<file path="src/rtl/fifo_uart_tx.sv">
// fifo_uart_tx: pops bytes from a show-ahead FIFO read port and serialises
// them onto a UART line (LSB first, idle high, 8N1 by default).
// Optional build macro FIFO_UART_TX_PARITY_EN inserts an even-parity bit
// between the last data bit and the stop bit(s).
//
// Handshake: fifo_data is valid whenever fifo_empty is low; a pop happens on
// the rising edge where fifo_read_enable is high, and that same edge captures
// fifo_data into the shift register. fifo_read_enable is only raised in IDLE,
// so there is exactly one pop per frame.
// state_dbg exposes the FSM state encoding for checkers.
module fifo_uart_tx #(
    parameter int data_bus_length = 8,
    parameter int clks_per_bit    = 16,
    parameter int stop_bits       = 1
) (
    input  logic                       clk,
    input  logic                       reset,
    input  logic                       fifo_empty,
    input  logic [data_bus_length-1:0] fifo_data,
    output logic                       fifo_read_enable,
    output logic                       tx,
    output logic                       busy,
    output logic                       frame_done,
    output logic [2:0]                 state_dbg
);

    localparam int CW = $clog2(clks_per_bit);
    localparam int IW = (data_bus_length > 1) ? $clog2(data_bus_length) : 1;
    localparam logic [CW-1:0] CNT_LOAD  = CW'(clks_per_bit - 1);
    localparam logic [IW-1:0] IDX_LAST  = IW'(data_bus_length - 1);
    localparam logic [IW-1:0] STOP_LAST = IW'(stop_bits - 1);

    typedef enum logic [2:0] {
        S_IDLE   = 3'd0,
        S_START  = 3'd1,
        S_DATA   = 3'd2,
        S_STOP   = 3'd3
`ifdef FIFO_UART_TX_PARITY_EN
        ,S_PARITY = 3'd4
`endif
    } state_t;

    state_t                     state_q, state_nxt;
    logic [CW-1:0]              cnt_q, cnt_nxt;
    logic [IW-1:0]              idx_q, idx_nxt;
    logic [data_bus_length-1:0] shift_q, shift_nxt;
    logic                       tx_q, tx_nxt;
`ifdef FIFO_UART_TX_PARITY_EN
    logic                       parity_q, parity_nxt;
`endif

    // State and datapath registers; tx is registered so the line never glitches.
    always_ff @(posedge clk or negedge reset) begin
        if (!reset) begin
            state_q  <= S_IDLE;
            cnt_q    <= '0;
            idx_q    <= '0;
            shift_q  <= '0;
            tx_q     <= 1'b1;
`ifdef FIFO_UART_TX_PARITY_EN
            parity_q <= 1'b0;
`endif
        end else begin
            state_q  <= state_nxt;
            cnt_q    <= cnt_nxt;
            idx_q    <= idx_nxt;
            shift_q  <= shift_nxt;
            tx_q     <= tx_nxt;
`ifdef FIFO_UART_TX_PARITY_EN
            parity_q <= parity_nxt;
`endif
        end
    end

    // Next-state logic: each bit lasts clks_per_bit cycles, counted down to 0.
    always_comb begin
        state_nxt  = state_q;
        cnt_nxt    = cnt_q;
        idx_nxt    = idx_q;
        shift_nxt  = shift_q;
        tx_nxt     = tx_q;
`ifdef FIFO_UART_TX_PARITY_EN
        parity_nxt = parity_q;
`endif
        unique case (state_q)
            S_IDLE: begin
                tx_nxt = 1'b1;
                if (!fifo_empty) begin
                    state_nxt  = S_START;
                    shift_nxt  = fifo_data;
                    cnt_nxt    = CNT_LOAD;
                    tx_nxt     = 1'b0;
`ifdef FIFO_UART_TX_PARITY_EN
                    parity_nxt = ^fifo_data;
`endif
                end
            end
            S_START: begin
                if (cnt_q == '0) begin
                    state_nxt = S_DATA;
                    cnt_nxt   = CNT_LOAD;
                    idx_nxt   = '0;
                    tx_nxt    = shift_q[0];
                end else begin
                    cnt_nxt = cnt_q - 1'b1;
                end
            end
            S_DATA: begin
                if (cnt_q == '0) begin
                    cnt_nxt = CNT_LOAD;
                    if (idx_q == IDX_LAST) begin
`ifdef FIFO_UART_TX_PARITY_EN
                        state_nxt = S_PARITY;
                        tx_nxt    = parity_q;
`else
                        state_nxt = S_STOP;
                        idx_nxt   = '0;
                        tx_nxt    = 1'b1;
`endif
                    end else begin
                        shift_nxt = shift_q >> 1;
                        idx_nxt   = idx_q + 1'b1;
                        tx_nxt    = shift_q[1];
                    end
                end else begin
                    cnt_nxt = cnt_q - 1'b1;
                end
            end
`ifdef FIFO_UART_TX_PARITY_EN
            S_PARITY: begin
                if (cnt_q == '0) begin
                    state_nxt = S_STOP;
                    cnt_nxt   = CNT_LOAD;
                    idx_nxt   = '0;
                    tx_nxt    = 1'b1;
                end else begin
                    cnt_nxt = cnt_q - 1'b1;
                end
            end
`endif
            S_STOP: begin
                tx_nxt = 1'b1;
                if (cnt_q == '0) begin
                    cnt_nxt = CNT_LOAD;
                    if (idx_q == STOP_LAST) begin
                        state_nxt = S_IDLE;
                        idx_nxt   = '0;
                    end else begin
                        idx_nxt = idx_q + 1'b1;
                    end
                end else begin
                    cnt_nxt = cnt_q - 1'b1;
                end
            end
            default: begin
                state_nxt = S_IDLE;
                tx_nxt    = 1'b1;
            end
        endcase
    end

    // Outputs decoded from registered state; the pop is gated by reset so
    // nothing is consumed while the block is held in reset.
    always_comb begin
        fifo_read_enable = (state_q == S_IDLE) & ~fifo_empty & reset;
        busy             = (state_q != S_IDLE);
        frame_done       = (state_q == S_STOP) && (cnt_q == '0) && (idx_q == STOP_LAST);
        tx               = tx_q;
        state_dbg        = state_q;
    end

endmodule
</file>
<file path="config.mk">
export PLATFORM = sky130hd
export DESIGN_NAME = fifo_uart_tx
export DESIGN_NICKNAME = d
export VERILOG_FILES = /design/src/rtl/fifo_uart_tx.sv
export SDC_FILE = /design/constraint.sdc
export NUM_CORES = 1
export LEC_CHECK = 0
export ABC_AREA = 1
export BUFFER_PORTS_ARGS = -buffer_cell sky130_fd_sc_hd__buf_2
export CORE_ASPECT_RATIO = 0.6
export CORE_MARGIN = 8
export CORE_UTILIZATION = 44
export CTS_BUF_LIST = sky130_fd_sc_hd__clkbuf_4 sky130_fd_sc_hd__clkbuf_8
export DETAILED_ROUTE_END_ITERATION = 10
export SYNTH_ARGS = -nofsm -noshare
export SYNTH_HDL_FRONTEND = slang
export SYNTH_SLANG_ARGS = --single-unit
</file>
<file path="constraint.sdc">
create_clock -name clk -period 3.95 [get_ports clk]
set_input_delay 0.1975 -clock clk [delete_from_list [all_inputs] [get_ports clk]]
set_output_delay 0.1975 -clock clk [all_outputs]
set_load 0.01 [all_outputs]
</file>
# Word level (Yosys, flattened, before mapping)
# Cells that the tools add are included.
[op_classes] bitwise_logic=3 shifts=0 eq_ne=11 n_mux=25 n_lt_le_gt_ge=0 n_addsub=2 reduce_logical=15 multipliers=0 div_mod_pow=0
[op_table] cell="3-bit two-way mux" count=11
[op_table] cell="8-bit two-way mux" count=3
[op_table] cell="8-bit one-hot mux with 2 select lines" count=1
[op_table] cell="2-bit != test (second input constant)" count=7
[op_table] cell="3-bit one-hot mux with 4 select lines" count=1
[op_table] cell="3-bit one-hot mux with 3 select lines" count=1
[op_table] cell="4-bit two-way mux" count=2
[op_table] cell="4-bit one-hot mux with 2 select lines" count=1
[op_table] cell="4-bit AND reduction" count=2
[op_table] cell="3-bit by 2-bit equality test with 1-bit output (second input constant)" count=2
[op_table] cell="3-bit logical NOT" count=2
[op_table] cell="6-bit AND reduction" count=1
[op_table] cell="3-bit nonzero test" count=2
[op_table] cell="4-bit logical NOT" count=1
[op_table] cell="1-bit two-way mux" count=4
[op_table] cell="2-bit AND reduction" count=2
[op_table] cell="2-bit nonzero test" count=2
[op_table] cell="4-bit by 1-bit subtractor with 4-bit output (second input constant)" count=1
[op_table] cell="3-bit by 1-bit adder with 3-bit output (second input constant)" count=1
[op_table] cell="3-bit by 1-bit equality test with 1-bit output (second input constant)" count=1
[op_table] cell="3-bit equality test (second input constant)" count=1
[op_table] cell="1-bit one-hot mux with 3 select lines" count=1
[op_table] cell="3-bit OR reduction" count=1
[op_table] cell="1-bit AND" count=2
[op_table] cell="2 further kinds" count=3
[totals] ff_bits=19 latch_bits=0 word_cells=61 in_bits=11 ram_bits=0 rom_bits=0 mem_count=0 out_inout_bits=7

# Longest topological paths before layout
# Gate-level depths: netlist of the first run.
[logic_depth] depth_word=4 ltp_mapped=9 mapped_depth_nobuf=8

# Worst setup path after synthesis of the first run
# No wires, ideal clock.
[synth_timing] kind="reg2reg" start="register state_q[0], in the netlist state_dbg[0]" end="register shift_q[0]" arrival_time_ps=1347 path_slack_ps=2486 period_less_slack_ps=1464 required_time_ps=3833 path_stages_with_launch=8 path_buffers=1 setup_ps=117 path_cell_list="dfrtp_1 > inv_1 > ha_1 > buf_6 > o21ai_4 > nand3_4 > nand2_1 > nand2_1"
[synth_between] elab_chain_cells=3 elab_cells_between_ends=8 cone_classes="4 x eq/ne; 1 x mux; 3 x reduce/logical"
[synth_lines] element="from (decl)" line="43" text="state_t state_q, state_nxt;"
[synth_lines] element="from (signal assigned)" line="64" text="state_q <= state_nxt;"
[synth_lines] element="3-bit by 2-bit equality test with 1-bit output / 3-bit logical NOT (equally long branches)" line="85" text="unique case (state_q)"
[synth_lines] element="2-bit != test (no source line) / 2-bit nonzero test (equally long branches)"
[synth_lines] element="4-bit AND reduction (no source line)"
[synth_lines] element="to (signal assigned)" line="67" text="shift_q <= shift_nxt;"
[synth_lines] element="to (decl)" line="46" text="logic [data_bus_length-1:0] shift_q, shift_nxt;"
# Several ways; a longest one is shown, not always the timed one.
# A chain may end at the register's enable or synchronous reset.

# Worst setup path after layout of the first run
[layout_timing] start="register state_q[0], in the netlist state_dbg[0]" end="register shift_q[6]"
# The elaborated chain is that of the path after synthesis.

==> results.md, run 1 <==
- CP max FO: 12
- Max Cap Viol: 0
- Largest net degree at the start of global routing: 20
- Final Hold Vio Count: 0
- Finished Core Util: 0.526
- DR vias/cell: 5.05
- Share of cells above drive strength 1: 0.201
- Syn-to-layout area delta: 11.5%
- Cell area after synthesis: 0.00120 mm²
- Crit. End Element: register
- Initial antenna violation count: 0
- Final setup viols: 0
- DR DRC count: 0
- Setup TNS: 0 ps
- DRT antenna net count: 0
- Status: complete, no violations
- Crit path kind: reg -> reg
- Seq/Total Area, Yosys: 0.377
- Peak VDD IR: 0.256 mV
- Post-synthesis cell count: 152
- GR Util All Layers: 0.117
- TritonCTS Sinks: 18
- Initial Utilization: 0.472
- Core area: 0.00254 mm²
- Post-CTS resize count: 0
- Tcrit/Tclk final: 0.508
- TritonRoute pass-1 iters: 4
- Die W: 83.4 µm
- Clock root buffer master: clkbuf_8
- Slew Viols, Final: 0
- Yosys cell types: 24
- Nature of the critical path startpoint: register
- Sequential power share: 0.313
- Sw Share: 0.476
- CTS H-tree depth: 1
- Area contributors post-synth: dfrtp_1 35%, nand2_1 17%, ha_1 10%
- First-pass GRT wire length: 4.58 mm
- Die Area: 0.00471 mm²
- I/O pins: 18
- Port bufs: 16
- Unrepaired setup endpoints after global routing: no
- FF+latch count, synth: 18
- Clock Power Share: 0.132
- Nets: 191
- Synth Area per Inst: 7.89 µm²
- Worst-path clk slew: 70 ps
- R2r setup slk: 1940 ps
- Clk Latency, worst-skew pair: 250 ps
- # diodes: 0
- Psw: 0.503 mW
- Cell type with the highest aggregate area in the netlist: dfrtp_1
- Cts bufs inserted: 3
- HPWL Detailed: 2.08 mm
- Cell Pwr Density: 790 mW/mm²
- Comb power frac: 0.555
- Vias: 1,016
- Ys Warns: 0
- P_leak: 0.739 nW
- Die Y: 56.4 µm
- Vias in the first global route: 929
- Deepest clock path buffer count: 2
- Yosys top cell area share: 0.355
- Minimum clock period: 2010 ps
- Clk_skew: 5.35 ps
- FP Rows: 14
- Setup Fix Bufs, Post-CTS: 0
- Pint: 0.553 mW
- F_max: 498 MHz
- Leading cell type in the layout, fill and taps excluded: nand2_1
- Syn_nets: 173
- Clock tree from TritonCTS: yes
- Leading cell types in the layout, fill and taps excluded: 54 x nand2_1, 17 x dfrtp_1, 16 x buf_2
- CP required: 4100 ps
- Total congestion overflow: 0
- Gpl congestion: 0.796
- Crit path DAT: 2160 ps
- Routed WL per cell: 12.9 µm
- Initial drt markers: 103
- Total Wirelength: 2.59 mm
- Hold Crit Class: in -> reg
-- synth_stat cells (all sizes together) --
cell   instances
conb           1
ha            10
buf            4
nor2          11
nand4         10
a31oi          1
a21oi          4
nand3          6
nand2         60
o21ai          9
dfrtp         17
xor2           1
nor3           1
dfstp          1
inv           16
-- final timing paths --
| kind | startpoint | to | cells after the start |
|---|---|---|---|
| setup / recovery | state_dbg[0] | shift_q[6] | 7 |
| hold / removal | fifo_data[7] | shift_q[7] | 3 |
| setup reg to reg | state_dbg[0] | shift_q[6] | 7 |
| hold reg to reg | shift_q[5] | shift_q[5] | 2 |
| max in group asynchronous | reset | tx | 2 |
| min in group asynchronous | reset | idx_q[0] | 2 |
-- logic make-up (layout without fill, tap and decap cells) --
family | count (synthesis) | in the layout | synth area share
buffers and inverters | 20 | 37 | 0.0846
adder cells (fa/ha/maj) | 10 | 10 | 0.104
XOR/XNOR | 1 | 1 | 0.00731
other | 1 | 1 | 0.00313
AO/OA/AOI/OAI | 14 | 14 | 0.0720
flip-flops | 18 | 18 | 0.377
AND/OR/NAND/NOR | 88 | 88 | 0.352
-- per-stage QoR --
step | instances | setup WS, ps | hold slack, ps | power, mW | instance area [µm²]
6_report | 201 | 1940 | 235 | 1.06 | 1340
5_1_grt | 201 | 1770 | 266 | 1.17 | 1340
4_1_cts | 201 | 1960 | 236 | 1.06 | 1340
3_5_place_dp | 196 | 1970 | 159 | 0.917 | 1280
3_3_place_gp | 196 | 2070 | 158 | 0.897 | 1280
2_1_floorplan | 152 | 2490 | -98.1 | 0.802 | 1200
-- worst max-delay path, stage by stage, from the launching register on --
cell and delay [ps]:
dfrtp_1 430, inv_1 140, ha_1 490, inv_2 220, o21ai_4 320, nand3_4 170
nand2_1 90, nand2_1 50
-- repair_timing --
item                                    4_1_cts  5_1_grt
hold buffers                                  1        0
endpoints found under the setup margin        0        0
hold endpoints to repair                     17        0
-- layout make-up --
class	instances	area (µm²)
flip-flops and latches	18	452
well taps	32	40.0
fillers	246	1200
inverters	16	60.1
multi-input cells	114	646
clock buffers	4	48.8
repair buffers	17	90.1
-- power groups by stage --
stage	combinational [mW]	clock (mW)	sequential [mW]
4_1_cts	0.587	0.143	0.330
6_report	0.586	0.140	0.330
5_1_grt	0.672	0.152	0.341
2_1_floorplan	0.477	0	0.325
3_3_place_gp	0.566	0	0.331
3_5_place_dp	0.585	0	0.332
-- registers in the layout, indices dropped and copies added, names as in the netlist --
| signal | flops |
|---|---|
| cnt_q | 4 |
| idx_q | 3 |
| shift_q | 8 |
| state_dbg | 2 |
| tx | 1 |
-- per-layer routing --
layer  track usage  vias up  routed length, µm
met5             0        -                  0
met4       0.00995        0                  0
met3        0.0460        0                133
met2         0.171       20               1100
met1         0.162      478               1360
li1              -      518                  -
Note: power is estimated with default switching activity, not from simulation.
==> run 2: changes to the inputs <==
- PLACE_DENSITY: not set -> 0.67
- clock period: 3.95 -> 1.72 ns (I/O delays scaled with it)
==> results.md, run 2 (synthesized netlist as in run 1, its figures left out) <==
- Status: complete, no violations
- Crit. Startpoint: state_dbg[0]
- Syn-to-layout area delta: 16.0%
- Crit path kind: reg -> reg
- Clk_skew: 6.41 ps
- Hold Crit Class: in -> reg
- Max stage delay on crit path: 400 ps
- Cts bufs inserted: 3
- Total Wirelength: 2.76 mm
- DR DRC count: 0
- Core area: 0.00254 mm²
- Cell Pwr Density: 1840 mW/mm²
- Placed Instances: 200
- Port bufs: 16
- Peak VDD IR: 0.707 mV
- TritonCTS Sinks: 18
- Place WS: 92.7 ps
- Power, Total: 2.55 mW
- Initial antenna violation count: 0
- Unrepaired setup endpoints after global routing: no
- Final worst slack: 93.9 ps
- Total congestion overflow: 0
- Die W: 83.4 µm
- Layout fillers: 241
- Largest Register: shift_q
- FF-to-FF Start: state_dbg[0]
- Cell repeated most along the worst path: nand2_1
- Top sig layer: met4
- Nets: 197
- Deepest clock path buffer count: 2
- Gpl congestion: 0.875
- Routed WL per cell: 13.3 µm
- Clock tree from TritonCTS: yes
- Cell family with most CP delay: flip-flops
- FP Rows: 14
- R2R depth: 8
- Clock root buffer master: clkbuf_8
- HPWL Detailed: 2.05 mm
- Clk Latency, worst-skew pair: 260 ps
- Vias in the first global route: 984
- Non-Filler Instances: 207
- I/O pins: 18
- GR Util All Layers: 0.117
- DR WL met3: 155 µm
- DRT antenna net count: 0
- Die Y: 56.4 µm
- Nature of the critical path startpoint: register
- TritonRoute pass-1 iters: 4
- Slew Viols, Final: 0
- WP buf/inv: 2
- Final setup viols: 0
- Leading cell types in the layout, fill and taps excluded: 54 x nand2_1, 17 x dfrtp_1, 16 x buf_2
- # diodes: 0
- CP max FO: 7
- Met2 WL: 1.29 mm
- Tcrit/Tclk final: 0.945
- Worst-path clk slew: 70 ps
- Worst hold slack: 93.0 ps
- DR vias/cell: 4.92
- Regs by FF count: shift_q x8, cnt_q x4, idx_q x3
- P_leak: 0.770 nW
- Share of cells above drive strength 1: 0.234
- Crit. path cell count: 8
- Vias: 1,019
- F_max: 615 MHz
- Crit path DAT: 1770 ps
- Setup TNS: 0 ps
- CP required: 1870 ps
- Final Hold Vio Count: 0
- Slowest CP cell: dfrtp_1
- R2r setup slk: 90 ps
- Max Cap Viol: 0
- Die Area: 0.00471 mm²
- Crit path capture: state_dbg[1]
- Minimum clock period: 1630 ps
- Initial Utilization: 0.472
- Largest net degree at the start of global routing: 19
- Worst path cell trace: inv_1, ha_1, inv_2, nor2_1, a21oi_1, nand3_1, nand2_1, nand2_1
- CTS H-tree depth: 1
- Crit. End Element: register
- Leading cell type in the layout, fill and taps excluded: nand2_1
- Max reg flops: 8
- Met1 wire length: 1.29 mm
- Worst reg2reg endpoint: state_dbg[1]
- First-pass GRT wire length: 4.57 mm
- Initial drt markers: 69
## run 2: power breakdown
part,internal (mW),switching (mW),total [mW]
Combinational,0.543,0.906,1.45
Clock,0.204,0.152,0.356
Sequential,0.623,0.125,0.749
## run 2: layer usage
metal  vias up  GRT usage
met2        21      0.192
met5         -          0
met1       466      0.143
li1        528          -
met3         4     0.0460
met4         0     0.0224
## run 2: final cells by class
class	count	area, µm²	area share
Inverter	16	60.1	0.0432
Tap cell	32	40.0	0.0288
Clock buffer	4	55.1	0.0396
Multi-Input combinational cell	114	648	0.466
Timing Repair Buffer	23	135	0.0972
Sequential cell	18	452	0.325
## run 2: how the worst min path moves through the flow
stage	end	start	slack, ps	depth (start not counted)
global route	shift_q[7]	fifo_data[7]	90	3
CTS	shift_q[7]	fifo_data[7]	90	3
floorplan	cnt_q[0]	reset	-210	0
global placement	idx_q[0]	reset	80	2
detailed placement	cnt_q[0]	reset	100	2
finish	shift_q[7]	fifo_data[7]	90	3
## run 2: stage by stage
step | cell area (µm²) | util
floorplan | 1200 | -
global placement | 1310 | 0.515
detailed placement | 1310 | 0.515
CTS | 1370 | 0.540
global route | 1390 | 0.547
finish | 1390 | 0.547
## run 2: tightest hold or removal path, stage by stage
cell and delay, ps:
buf_2 100, nand4_1 80, nand2_1 60
## run 2: repair_timing
action	CTS	global route
hold endpoints to repair	17	0
hold buffers	1	0
buffers inserted	0	2
gates resized for setup	0	1
endpoints found under the setup margin	0	9
==> run 3: changes to the inputs <==
- CTS_BUF_LIST: sky130_fd_sc_hd__clkbuf_4 sky130_fd_sc_hd__clkbuf_8 -> sky130_fd_sc_hd__clkbuf_8
- RECOVER_POWER: not set -> 100
==> results.md, run 3 (synthesized netlist as in run 1, its figures left out) <==
- Status: complete, no violations
- Total congestion overflow: 0
- Clock Power Share: 0.143
- Max Cap Viol: 0
- DRT antenna net count: 0
- Vias: 1,043
- Non-Filler Instances: 207
- Finished Core Util: 0.537
- Tcrit/Tclk final: 0.949
- Sw Share: 0.468
- Deepest clock path buffer count: 2
- Clock root buffer master: clkbuf_8
- Crit path DAT: 1550 ps
- Psw: 1.17 mW
- Hold Crit Class: in -> reg
- Minimum clock period: 1630 ps
- Setup TNS: 0 ps
- Worst-margin pin slew: 1010 ps
- I/O pins: 18
- Die Area: 0.00471 mm²
- Max stage delay on crit path: 400 ps
- # diodes: 0
- Pint: 1.33 mW
- Cts bufs inserted: 3
- Regs by FF count: shift_q x8, cnt_q x4, idx_q x3
- Clk_skew: 5.51 ps
- HPWL Detailed: 2.05 mm
- DR DRC count: 0
- Vias in the first global route: 984
- Port bufs: 16
- Cell Pwr Density: 1830 mW/mm²
- Crit. End Element: output pin
- Cell family with most CP delay: flip-flops
- DR vias/cell: 5.04
- F_max: 613 MHz
- Worst hold slack: 95.3 ps
- TritonCTS Sinks: 18
- WP buf/inv: 2
- Die Y: 56.4 µm
- Sequential power share: 0.300
- Leading cell type in the layout, fill and taps excluded: nand2_1
- GR Util All Layers: 0.117
- Leading cell types in the layout, fill and taps excluded: 54 x nand2_1, 17 x dfrtp_1, 14 x inv_1
- Crit path kind: reg -> out
- Final setup viols: 0
- Slew Viols, Final: 0
- Max_slew headroom: 0.329
- Clock tree from TritonCTS: yes
- Place WS: 92.7 ps
- Peak VDD IR: 0.705 mV
- Total Wirelength: 2.77 mm
- Core area: 0.00254 mm²
- P_leak: 0.736 nW
- FP Rows: 14
- Largest Register: shift_q
- Routed WL per cell: 13.4 µm
- Max reg flops: 8
- Unrepaired setup endpoints after global routing: no
- Initial antenna violation count: 0
- Gpl congestion: 0.875
- First-pass GRT wire length: 4.57 mm
- TritonRoute pass-1 iters: 4
- Nets: 197
- Share of cells above drive strength 1: 0.183
- Worst-path clk slew: 70 ps
- Largest net degree at the start of global routing: 19
- Comb power frac: 0.557
- Syn-to-layout area delta: 13.8%
- Slowest CP cell: dfrtp_1
- CP required: 1630 ps
- Clk Latency, worst-skew pair: 260 ps
- Die W: 83.4 µm
- Final Hold Vio Count: 0
- Initial Utilization: 0.472
- CP max FO: 6
- Final worst slack: 88.4 ps
- Nature of the critical path startpoint: register
- Worst path cell trace: inv_1, ha_1, nand3_4, nor3_1, clkbuf_2
- Initial drt markers: 48
- Placed Instances: 200
- CTS H-tree depth: 1
run 3: power groups by stage:
stage	logic, mW	registers (mW)	clock network (mW)
finish	1.39	0.748	0.357
global route	1.57	0.775	0.383
CTS	1.40	0.749	0.364
detailed placement	1.38	0.757	0
global placement	1.34	0.751	0
floorplan	1.09	0.748	0
run 3: final timing paths:
kind,cells past startpoint,startpoint,slack [ps],end
worst max-delay path,5,cnt_q[0],90,frame_done
worst min-delay path,3,fifo_data[7],100,shift_q[7]
worst max register to register,8,state_dbg[0],140,state_dbg[1]
worst min register to register,2,shift_q[5],480,shift_q[5]
max in group asynchronous,3,reset,460,shift_q[1]
min in group asynchronous,3,reset,650,idx_q[0]
run 3: stage by stage:
step	area (µm²)	power [mW]
5_1_grt	1360	2.73
6_report	1360	2.50
2_1_floorplan	1200	1.84
3_5_place_dp	1310	2.14
4_1_cts	1370	2.51
3_3_place_gp	1310	2.09
run 3: metal layers:
metal | GRT usage | part of all wire
met1 | 0.143 | 0.46
met2 | 0.192 | 0.47
met3 | 0.0460 | 0.063
met4 | 0.0224 | 0.0029
met5 | 0 | 0
run 3: area by class of cell:
| cell class | count | area, µm² |
|---|---|---|
| fillers | 242 | 1180 |
| multi-input cells | 114 | 639 |
| flip-flops and latches | 18 | 452 |
| repair buffers | 23 | 118 |
| inverters | 16 | 60.1 |
| clock buffers | 4 | 55.1 |
| well taps | 32 | 40.0 |
run 3: worst min-delay path: cells and delay by family:
| kind | cells | cell delay (ps) |
|---|---|---|
| simple gates | 2 | 130 |
| buf+inv | 1 | 100 |
run 3: repair_timing:
item / 4_1_cts / 5_1_grt
hold endpoints to repair: 17 / 0
setup endpoints to repair: 0 / 9
hold buffers: 1 / 0
buffers inserted: 0 / 2
resized for setup: 0 / 1
